## src/rtl/skeleton_keypoint_extractor_pkg.sv

```systemverilog
// Shared types and helpers for the skeleton keypoint extractor.
// Coordinates inside a point_t are sized for the largest supported frame.
// Instances with smaller frames zero-extend their coordinates into these fields.
package skel_pkg;

    localparam int MAX_HORIZONTAL_COUNT = 320;
    localparam int MAX_VERTICAL_COUNT   = 180;
    localparam int POINT_X_WIDTH        = $clog2(MAX_HORIZONTAL_COUNT);
    localparam int POINT_Y_WIDTH        = $clog2(MAX_VERTICAL_COUNT);

    typedef enum logic {
        ENDPOINT = 1'b0,
        JUNCTION = 1'b1
    } point_type_e;

    typedef struct packed {
        logic [POINT_X_WIDTH-1:0] point_x;
        logic [POINT_Y_WIDTH-1:0] point_y;
        point_type_e              point_kind;
    } point_t;

    // Bit positions of P2..P9 in the neighbour vector, clockwise from north.
    localparam int NB_N  = 0;
    localparam int NB_NE = 1;
    localparam int NB_E  = 2;
    localparam int NB_SE = 3;
    localparam int NB_S  = 4;
    localparam int NB_SW = 5;
    localparam int NB_W  = 6;
    localparam int NB_NW = 7;

    // Number of set neighbours.
    function automatic logic [3:0] count_set(input logic [7:0] nb);
        logic [3:0] total;
        total = 4'd0;
        for (int i = 0; i < 8; i++) begin
            if (nb[i]) begin
                total = total + 4'd1;
            end
        end
        return total;
    endfunction

    // Number of 0->1 steps walking the neighbours once round the ring.
    function automatic logic [3:0] count_rises(input logic [7:0] nb);
        logic [3:0] total;
        total = 4'd0;
        for (int i = 0; i < 8; i++) begin
            if (!nb[i] && nb[(i + 1) % 8]) begin
                total = total + 4'd1;
            end
        end
        return total;
    endfunction

endpackage

```

## src/rtl/skeleton_keypoint_extractor_if.sv

```systemverilog
// Pixel stream, keypoint drain port and frame report of the keypoint extractor.
// master is the surrounding system (pixel source and keypoint consumer).
// slave is the extractor itself.
interface skeleton_keypoint_extractor_if #(
    parameter int HORIZONTAL_COUNT = 320,
    parameter int VERTICAL_COUNT   = 180,
    parameter int COUNT_WIDTH      = 8
);
    localparam int XW = $clog2(HORIZONTAL_COUNT);
    localparam int YW = $clog2(VERTICAL_COUNT);

    logic [XW-1:0]          hcount_in;
    logic [YW-1:0]          vcount_in;
    logic                   pixel_in;
    logic                   pixel_valid_in;
    logic [XW-1:0]          point_x_out;
    logic [YW-1:0]          point_y_out;
    logic                   point_type_out;
    logic                   point_valid_out;
    logic                   point_ready_in;
    logic                   frame_done_out;
    logic [COUNT_WIDTH-1:0] endpoint_count_out;
    logic [COUNT_WIDTH-1:0] junction_count_out;
    logic                   overflow_out;

    modport master (
        output hcount_in, vcount_in, pixel_in, pixel_valid_in, point_ready_in,
        input  point_x_out, point_y_out, point_type_out, point_valid_out,
        input  frame_done_out, endpoint_count_out, junction_count_out, overflow_out
    );

    modport slave (
        input  hcount_in, vcount_in, pixel_in, pixel_valid_in, point_ready_in,
        output point_x_out, point_y_out, point_type_out, point_valid_out,
        output frame_done_out, endpoint_count_out, junction_count_out, overflow_out
    );

endinterface

```

## src/rtl/skeleton_keypoint_extractor_point_fifo.sv

```systemverilog
// First-word-fall-through FIFO of keypoints; the head is visible whenever not empty.
// Pushes while full and pops while empty are ignored.
module point_fifo
    import skel_pkg::*;
#(
    parameter int FIFO_DEPTH = 16
) (
    input  logic   clk_in,
    input  logic   rst_in,
    input  logic   push,
    input  point_t push_data,
    output logic   full,
    input  logic   pop,
    output point_t pop_data,
    output logic   empty
);
    localparam int PW = (FIFO_DEPTH > 2) ? $clog2(FIFO_DEPTH) : 1;
    localparam int CW = PW + 1;

    point_t        mem [FIFO_DEPTH];
    logic [PW-1:0] wr_ptr;
    logic [PW-1:0] rd_ptr;
    logic [CW-1:0] count;
    logic          do_push;
    logic          do_pop;

    assign full     = (count == CW'(FIFO_DEPTH));
    assign empty    = (count == '0);
    assign do_push  = push && !full;
    assign do_pop   = pop && !empty;
    assign pop_data = mem[rd_ptr];

    // Storage, pointers and occupancy move together on each accepted push/pop.
    always_ff @(posedge clk_in or posedge rst_in) begin
        if (rst_in) begin
            wr_ptr <= '0;
            rd_ptr <= '0;
            count  <= '0;
            for (int i = 0; i < FIFO_DEPTH; i++) begin
                mem[i] <= '0;
            end
        end else begin
            if (do_push) begin
                mem[wr_ptr] <= push_data;
                wr_ptr      <= wr_ptr + PW'(1);
            end
            if (do_pop) begin
                rd_ptr <= rd_ptr + PW'(1);
            end
            if (do_push && !do_pop) begin
                count <= count + CW'(1);
            end else if (do_pop && !do_push) begin
                count <= count - CW'(1);
            end
        end
    end

endmodule

```

## src/rtl/skeleton_keypoint_extractor.sv

```systemverilog
// Classifies skeleton pixels as endpoints or junctions from a 3x3 window
// built out of two row buffers, queues the keypoints and reports per-frame totals.
// The window is formed from the incoming column plus the two previous columns,
// so the centre under test always lags the incoming pixel by one row and one column.
module skeleton_keypoint_extractor
    import skel_pkg::*;
#(
    parameter int HORIZONTAL_COUNT = 320,
    parameter int VERTICAL_COUNT   = 180,
    parameter int FIFO_DEPTH       = 16,
    parameter int COUNT_WIDTH      = 8
) (
    input logic clk_in,
    input logic rst_in,
    skeleton_keypoint_extractor_if.slave bus
);
    localparam int XW = $clog2(HORIZONTAL_COUNT);
    localparam int YW = $clog2(VERTICAL_COUNT);

    logic [HORIZONTAL_COUNT-1:0] row1_q;
    logic [HORIZONTAL_COUNT-1:0] row2_q;
    logic [2:0]                  col1_q;
    logic [2:0]                  col2_q;
    logic [2:0]                  col_new;
    logic [7:0]                  nb;
    logic                        centre;
    logic                        in_range;
    logic                        is_end;
    logic                        is_junc;
    logic                        first_pixel;
    logic                        last_pixel;

    logic                        det_valid_q;
    point_t                      det_q;
    logic                        frame_active_q;
    logic                        last_pending_q;

    logic [COUNT_WIDTH-1:0]      end_work_q;
    logic [COUNT_WIDTH-1:0]      junc_work_q;
    logic                        ovf_work_q;
    logic [COUNT_WIDTH-1:0]      end_next;
    logic [COUNT_WIDTH-1:0]      junc_next;
    logic                        ovf_next;

    logic [COUNT_WIDTH-1:0]      end_report_q;
    logic [COUNT_WIDTH-1:0]      junc_report_q;
    logic                        ovf_report_q;
    logic                        frame_done_q;

    logic                        fifo_full;
    logic                        fifo_empty;
    logic                        push;
    point_t                      head;

    // Column bits: [2] two rows up, [1] one row up (centre row), [0] current row.
    assign col_new = {row2_q[bus.hcount_in], row1_q[bus.hcount_in], bus.pixel_in};
    assign centre  = col1_q[1];

    assign nb[NB_N]  = col1_q[2];
    assign nb[NB_NE] = col_new[2];
    assign nb[NB_E]  = col_new[1];
    assign nb[NB_SE] = col_new[0];
    assign nb[NB_S]  = col1_q[0];
    assign nb[NB_SW] = col2_q[0];
    assign nb[NB_W]  = col2_q[1];
    assign nb[NB_NW] = col2_q[2];

    assign in_range = bus.pixel_valid_in
                   && (bus.hcount_in >= XW'(2)) && (bus.hcount_in <= XW'(HORIZONTAL_COUNT - 1))
                   && (bus.vcount_in >= YW'(2)) && (bus.vcount_in <= YW'(VERTICAL_COUNT - 1));
    assign is_end   = centre && (count_set(nb) == 4'd1);
    assign is_junc  = centre && (count_rises(nb) >= 4'd3) && !is_end;

    assign first_pixel = bus.pixel_valid_in && (bus.hcount_in == '0) && (bus.vcount_in == '0);
    assign last_pixel  = bus.pixel_valid_in
                      && (bus.hcount_in == XW'(HORIZONTAL_COUNT - 1))
                      && (bus.vcount_in == YW'(VERTICAL_COUNT - 1));

    // Row buffers and window columns advance only on accepted pixels.
    always_ff @(posedge clk_in or posedge rst_in) begin
        if (rst_in) begin
            row1_q <= '0;
            row2_q <= '0;
            col1_q <= '0;
            col2_q <= '0;
        end else if (bus.pixel_valid_in) begin
            row1_q[bus.hcount_in] <= bus.pixel_in;
            row2_q[bus.hcount_in] <= row1_q[bus.hcount_in];
            col2_q                <= col1_q;
            col1_q                <= col_new;
        end
    end

    // Register the classification of the centre one row up and one column left.
    always_ff @(posedge clk_in or posedge rst_in) begin
        if (rst_in) begin
            det_valid_q <= 1'b0;
            det_q       <= '0;
        end else begin
            det_valid_q <= in_range && (is_end || is_junc);
            if (in_range) begin
                det_q.point_x    <= POINT_X_WIDTH'(bus.hcount_in - XW'(1));
                det_q.point_y    <= POINT_Y_WIDTH'(bus.vcount_in - YW'(1));
                det_q.point_kind <= is_end ? ENDPOINT : JUNCTION;
            end
        end
    end

    assign push = det_valid_q && !fifo_full;

    // Next working totals: every detection counts, drops raise the overflow flag.
    always_comb begin
        end_next  = end_work_q;
        junc_next = junc_work_q;
        ovf_next  = ovf_work_q;
        if (det_valid_q) begin
            if (det_q.point_kind == ENDPOINT) begin
                if (end_work_q != {COUNT_WIDTH{1'b1}}) begin
                    end_next = end_work_q + COUNT_WIDTH'(1);
                end
            end else begin
                if (junc_work_q != {COUNT_WIDTH{1'b1}}) begin
                    junc_next = junc_work_q + COUNT_WIDTH'(1);
                end
            end
            if (fifo_full) begin
                ovf_next = 1'b1;
            end
        end
    end

    // Frame bookkeeping: restart totals at pixel (0,0), publish them after the last pixel.
    always_ff @(posedge clk_in or posedge rst_in) begin
        if (rst_in) begin
            end_work_q     <= '0;
            junc_work_q    <= '0;
            ovf_work_q     <= 1'b0;
            end_report_q   <= '0;
            junc_report_q  <= '0;
            ovf_report_q   <= 1'b0;
            frame_done_q   <= 1'b0;
            frame_active_q <= 1'b0;
            last_pending_q <= 1'b0;
        end else begin
            frame_done_q   <= 1'b0;
            last_pending_q <= last_pixel && frame_active_q;
            if (last_pending_q) begin
                frame_done_q  <= 1'b1;
                end_report_q  <= end_next;
                junc_report_q <= junc_next;
                ovf_report_q  <= ovf_next;
            end
            if (first_pixel) begin
                frame_active_q <= 1'b1;
                end_work_q     <= '0;
                junc_work_q    <= '0;
                ovf_work_q     <= 1'b0;
            end else begin
                end_work_q  <= end_next;
                junc_work_q <= junc_next;
                ovf_work_q  <= ovf_next;
            end
        end
    end

    point_fifo #(
        .FIFO_DEPTH(FIFO_DEPTH)
    ) u_point_fifo (
        .clk_in    (clk_in),
        .rst_in    (rst_in),
        .push      (push),
        .push_data (det_q),
        .full      (fifo_full),
        .pop       (bus.point_ready_in),
        .pop_data  (head),
        .empty     (fifo_empty)
    );

    assign bus.point_x_out        = head.point_x[XW-1:0];
    assign bus.point_y_out        = head.point_y[YW-1:0];
    assign bus.point_type_out     = head.point_kind;
    assign bus.point_valid_out    = !fifo_empty;
    assign bus.frame_done_out     = frame_done_q;
    assign bus.endpoint_count_out = end_report_q;
    assign bus.junction_count_out = junc_report_q;
    assign bus.overflow_out       = ovf_report_q;

endmodule

```

## src/flat_wrapper.sv

```systemverilog
// flat-port wrapper written by rule: the top's interface ports become plain ports
module skeleton_keypoint_extractor_flat import skel_pkg::*;
#(
    parameter int HORIZONTAL_COUNT = 320,
    parameter int VERTICAL_COUNT   = 180,
    parameter int FIFO_DEPTH       = 16,
    parameter int COUNT_WIDTH      = 8
)
  (clk_in, rst_in, bus_hcount_in, bus_vcount_in, bus_pixel_in, bus_pixel_valid_in, bus_point_ready_in, bus_point_x_out, bus_point_y_out, bus_point_type_out, bus_point_valid_out, bus_frame_done_out, bus_endpoint_count_out, bus_junction_count_out, bus_overflow_out);
  skeleton_keypoint_extractor_if #(.HORIZONTAL_COUNT(HORIZONTAL_COUNT), .VERTICAL_COUNT(VERTICAL_COUNT), .COUNT_WIDTH(COUNT_WIDTH)) bus_i ();
  input logic clk_in;
  input logic rst_in;
  input wire logic [$bits(bus_i.hcount_in)-1:0] bus_hcount_in;
  input wire logic [$bits(bus_i.vcount_in)-1:0] bus_vcount_in;
  input wire logic [$bits(bus_i.pixel_in)-1:0] bus_pixel_in;
  input wire logic [$bits(bus_i.pixel_valid_in)-1:0] bus_pixel_valid_in;
  input wire logic [$bits(bus_i.point_ready_in)-1:0] bus_point_ready_in;
  output wire logic [$bits(bus_i.point_x_out)-1:0] bus_point_x_out;
  output wire logic [$bits(bus_i.point_y_out)-1:0] bus_point_y_out;
  output wire logic [$bits(bus_i.point_type_out)-1:0] bus_point_type_out;
  output wire logic [$bits(bus_i.point_valid_out)-1:0] bus_point_valid_out;
  output wire logic [$bits(bus_i.frame_done_out)-1:0] bus_frame_done_out;
  output wire logic [$bits(bus_i.endpoint_count_out)-1:0] bus_endpoint_count_out;
  output wire logic [$bits(bus_i.junction_count_out)-1:0] bus_junction_count_out;
  output wire logic [$bits(bus_i.overflow_out)-1:0] bus_overflow_out;
  assign bus_i.hcount_in = bus_hcount_in;
  assign bus_i.vcount_in = bus_vcount_in;
  assign bus_i.pixel_in = bus_pixel_in;
  assign bus_i.pixel_valid_in = bus_pixel_valid_in;
  assign bus_i.point_ready_in = bus_point_ready_in;
  assign bus_point_x_out = bus_i.point_x_out;
  assign bus_point_y_out = bus_i.point_y_out;
  assign bus_point_type_out = bus_i.point_type_out;
  assign bus_point_valid_out = bus_i.point_valid_out;
  assign bus_frame_done_out = bus_i.frame_done_out;
  assign bus_endpoint_count_out = bus_i.endpoint_count_out;
  assign bus_junction_count_out = bus_i.junction_count_out;
  assign bus_overflow_out = bus_i.overflow_out;
  skeleton_keypoint_extractor #(.HORIZONTAL_COUNT(HORIZONTAL_COUNT), .VERTICAL_COUNT(VERTICAL_COUNT), .FIFO_DEPTH(FIFO_DEPTH), .COUNT_WIDTH(COUNT_WIDTH)) u_core (.clk_in(clk_in), .rst_in(rst_in), .bus(bus_i));
endmodule
```

## config.mk

```make
export PLATFORM = sky130hd
export DESIGN_NAME = skeleton_keypoint_extractor_flat
export DESIGN_NICKNAME = d
export VERILOG_FILES = /design/src/rtl/skeleton_keypoint_extractor_pkg.sv /design/src/rtl/skeleton_keypoint_extractor_if.sv /design/src/rtl/skeleton_keypoint_extractor_point_fifo.sv /design/src/rtl/skeleton_keypoint_extractor.sv /design/src/flat_wrapper.sv
export SDC_FILE = /design/constraint.sdc
export NUM_CORES = 2
export LEC_CHECK = 0
export BUFFER_PORTS_ARGS = -buffer_cell sky130_fd_sc_hd__buf_2
export CAP_MARGIN = 0
export CORE_ASPECT_RATIO = 1.75
export CORE_UTILIZATION = 46
export CTS_CLUSTER_DIAMETER = 150
export DETAILED_ROUTE_END_ITERATION = 7
export PLACE_DENSITY = 0.7
export SYNTH_ARGS = -nofsm -noshare
export SYNTH_HDL_FRONTEND = slang
export SYNTH_SLANG_ARGS = --single-unit
export TNS_END_PERCENT = 20
```

## constraint.sdc

```tcl
create_clock -name clk_in -period 73.6 [get_ports clk_in]
set_input_delay 14.72 -clock clk_in [delete_from_list [all_inputs] [get_ports clk_in]]
set_output_delay 14.72 -clock clk_in [all_outputs]
set_load 0.05 [all_outputs]
```

==> metrics.md <==
| Metric | Value |
|---|---|
| Clock Pin Slew Worst Setup and Hold Paths | `approximately 60 ps` |
| Gr usage total | `0.249` |
| Leakage power | `about 24 nW` |
| Cts repair resizes | `0` |
| CTS Root Cell | `clkbuf_16` |
| DR vias | `between 30k and 40k` |
| Register Area | `about 25,000 sq um` |
| Starting Density | `0.465` |
| Leading area contributor after synthesis | `dfrtp_1` |
| CP Launch Point | `bus_hcount_in[0]` |
| Full die area | `about 100,000 sq um` |
| Initial antenna violation count | `6` |
| Largest stage delay on the critical path | `approximately 770 ps` |
| Routed vias/inst | `5.92` |
| Average wire per standard cell | `approximately 24 um` |
| Hold Crit Start | `u_core.frame_active_q` |
| Clock power share | `0.374` |
| 1st-pass router iterations | `5` |
| Worst skew pair latency | `710 ps` |
| Fin util | `0.511` |
| GRT Residual Overflow | `0` |
| Top cell by count, worst path | `ha_1` |
| Post-route antenna net violation count | `0` |
| Fmax | `0.0434 GHz` |
| Switching power | `just under 0.0004 W` |
| HP Class | `register to register` |
| Period utilization | `0.313` |
| CTS tree | `done` |
| Ys async rst share | `1.00` |
| Comb pwr share | `0.164` |
| Place WS | `about 50,000 ps` |
| Number of synthesized flops with an enable pin | `0` |
| DRT Wirelength | `roughly 130 mm` |
| Post-route setup slack | `roughly 51,000 ps` |
| Placer's final routability congestion estimate | `0.898` |
| Layout area overhead | `9.86%` |
| Post-synth top cells | `1,003 x dfrtp_1, 602 x mux2_2, 566 x nand2_1` |
| Outcome | `finished clean` |
| Hold_buf cts | `0` |
| Layout cells sized above 1 | `0.283` |
| MaxCap Viol Count | `0` |
| Final Hold Viols | `0` |
| Vias in the first global route | `around 32k` |
| Flop2flop setup slack | `~66,000 ps` |
| CP Capture Type | `register` |
| # rows | `approximately 160` |
| Clock skew | `30.7 ps` |
| Setup bufs post-CTS | `0` |
| Synth top area share | `0.529` |
| Die Wd | `about 240 um` |
| Post-Synthesis Cells | `between 3k and 4k` |
| Most common cell in the netlist | `dfrtp_1` |
| Count of cell types in the netlist | `approximately 80` |
| Peak VDD IR | `21.5 uV` |
| CP arrival | `about 24,000 ps` |
| DRC errors left | `0` |
| FF+latch count, synth | `between 1k and 1.5k` |
| Setup TNS | `0 ps` |
| Sequential area share after synthesis | `0.529` |
| Slew Viols, Final | `0` |
| Ys Warns | `0` |
| Pwr per Cell Area | `~26 nW/um^2` |
| Sequential share of power | `0.461` |
| Startpoint Class | `primary input` |
| Mapped Avg Cell Area | `between 10 and 15 sq um` |
| Post-Syn Area | `between 40,000 and 50,000 sq um` |
| Area occupied by multi-input gates | `roughly 21,000 sq um` |
| Final #Nets | `a little under 4k` |
| Total CTS buffers | `about 90` |
| Sw Share | `0.282` |
| Worst slew pin tran | `approximately 1300 ps` |
| Fill cell count | `8,912` |
| Dpl cells | `between 5k and 6k` |
| Ys flop type | `dfrtp_1` |
| First-pass GRT wire length | `between 150 and 200 mm` |
| WP data required | `around 74,000 ps` |
| Main area contributors after synthesis | `dfrtp_1 53%, mux2_2 14%, mux4_2 8.5%` |
| Number of buffers inserted by port buffering | `58` |
| I/O Pins | `roughly 60` |
| Hold_ws | `about 470 ps` |
| Synth Net Count | `between 3k and 4k` |
| Die height | `approximately 430 um` |
| Reg2Reg Launch Point | `u_core.row1_q[225]` |
| RSZ-0062 raised after global routing | `false` |
| Slew headroom | `0.166` |
| Slowest CP cell | `buf_4` |
| DP HPWL | `~83 mm` |
| Finished Layout Cells | `between 5k and 6k` |
| First DRT Iteration DRCs | `approximately 2.4k` |
| Clk buf depth | `3` |
| Largest net degree at the start of global routing | `between 150 and 200` |
| Crit path max fanout | `around 110` |
| Minimum clock period | `approximately 23,000 ps` |
| Setup Viol. Count Final | `0` |
| Num Clock Sinks | `between 1k and 1.5k` |
| H-Tree Level Count | `3` |
| P_int | `roughly 0.00098 W` |
| Worst setup path class | `primary input to register` |
| Placeable Area | `between 100,000 and 150,000 sq um` |
==> worst max-delay path: cells and delay by family <==
kind	cells	cell delay (ps)
compound gates	8	1300
xor+xnor	2	250
fa+ha+maj	4	1080
buf+inv	4	2790
mux	3	1390
simple gates	9	1650
==> path summary, 6_finish.rpt <==
| check | cells past startpoint | to |
|---|---|---|
| worst max-delay path | 30 | u_core.det_valid_q |
| max in group asynchronous | 7 | u_core.row1_q[145] |
| min in group asynchronous | 2 | u_core.row2_q[50] |
| worst min-delay path | 1 | u_core.frame_active_q |
| worst min register to register | 1 | u_core.frame_active_q |
| worst max register to register | 28 | u_core.det_valid_q |
==> through the flow <==
| stage | cell area [sq um] | total power (W) |
|---|---|---|
| final | 52100 | 0.00137 |
| after global routing | 52100 | 0.00142 |
| after CTS | 52100 | 0.00138 |
| after detailed placement | 48900 | 0.000867 |
| after global placement | 48900 | 0.000861 |
| after floorplan | 47400 | 0.000806 |
==> state kept, by name, summed over array words and instances (netlist names), 5 cells and up <==
name / cells
u_core.bus.junction_count_out: 8
u_core.u_point_fifo.count: 5
u_core.row1_q: 320
u_core.row2_q: 320
u_core.bus.endpoint_count_out: 8
u_core.end_work_q: 8
u_core.u_point_fifo.mem: 288
u_core.det_q: 18
u_core.junc_work_q: 8
==> power groups by stage <==
stage	clock (W)	sequential, W	combinational (W)
after floorplan	0	0.000619	0.000187
after global placement	0	0.000638	0.000223
after detailed placement	0	0.000640	0.000227
after CTS	0.000520	0.000630	0.000228
after global routing	0.000540	0.000636	0.000243
final	0.000511	0.000630	0.000225
==> routing by layer <==
| metal | up-vias | global-route usage | routed length [um] |
|---|---|---|---|
| li1 | 13900 | - | - |
| met1 | 16100 | 0.281 | 46800 |
| met2 | 911 | 0.442 | 66500 |
| met3 | 386 | 0.0324 | 5640 |
| met4 | 2 | 0.160 | 8830 |
| met5 | - | 0 | 16 |
==> cell type report <==
class / count / area share
inverters: 31 / 0.00238
well taps: 1334 / 0.0320
clock buffers: 114 / 0.0473
clock inverters: 49 / 0.0139
diodes: 5 / 0.000240
flip-flops and latches: 1003 / 0.482
repair buffers: 137 / 0.0179
multi-input cells: 2619 / 0.404
==> placed cells by master (no fill, tap or decap), types with 7 or more instances in the layout <==
| master | n |
|---|---|
| o21ai_0 | 274 |
| nor3_1 | 11 |
| xnor2_1 | 35 |
| a22oi_1 | 73 |
| bufinv_16 | 15 |
| clkbuf_1 | 12 |
| a21oi_1 | 137 |
| buf_2 | 55 |
| clkbuf_16 | 90 |
| ha_1 | 33 |
| nand3_1 | 56 |
| nor2b_1 | 7 |
| xor2_1 | 17 |
| nand4_1 | 21 |
| nand2b_1 | 11 |
| mux2_2 | 602 |
| clkbuf_8 | 12 |
| mux2i_1 | 163 |
| a31oi_1 | 12 |
| buf_4 | 78 |
| mux4_2 | 180 |
| clkinv_2 | 15 |
| clkinv_4 | 8 |
| inv_1 | 28 |
| nor2_1 | 284 |
| dfrtp_1 | 1001 |
| nand2_1 | 566 |
| a22o_1 | 9 |
==> logic make-up (layout without fill, tap and decap cells) <==
family                   count (synthesis)  count (layout)  synth area share
AND/OR/NAND/NOR                       1011            1011            0.0873
flip-flops                            1003            1003             0.529
multiplexers                           946             946             0.263
AO/OA/AOI/OAI                          573             573            0.0717
buffers and inverters                  297             331            0.0283
XOR/XNOR                                55              55            0.0110
adder cells (fa/ha/maj)                 34              34           0.00913
other                                    0               5                 0
No activity file was read; power rests on OpenSTA's default activity.
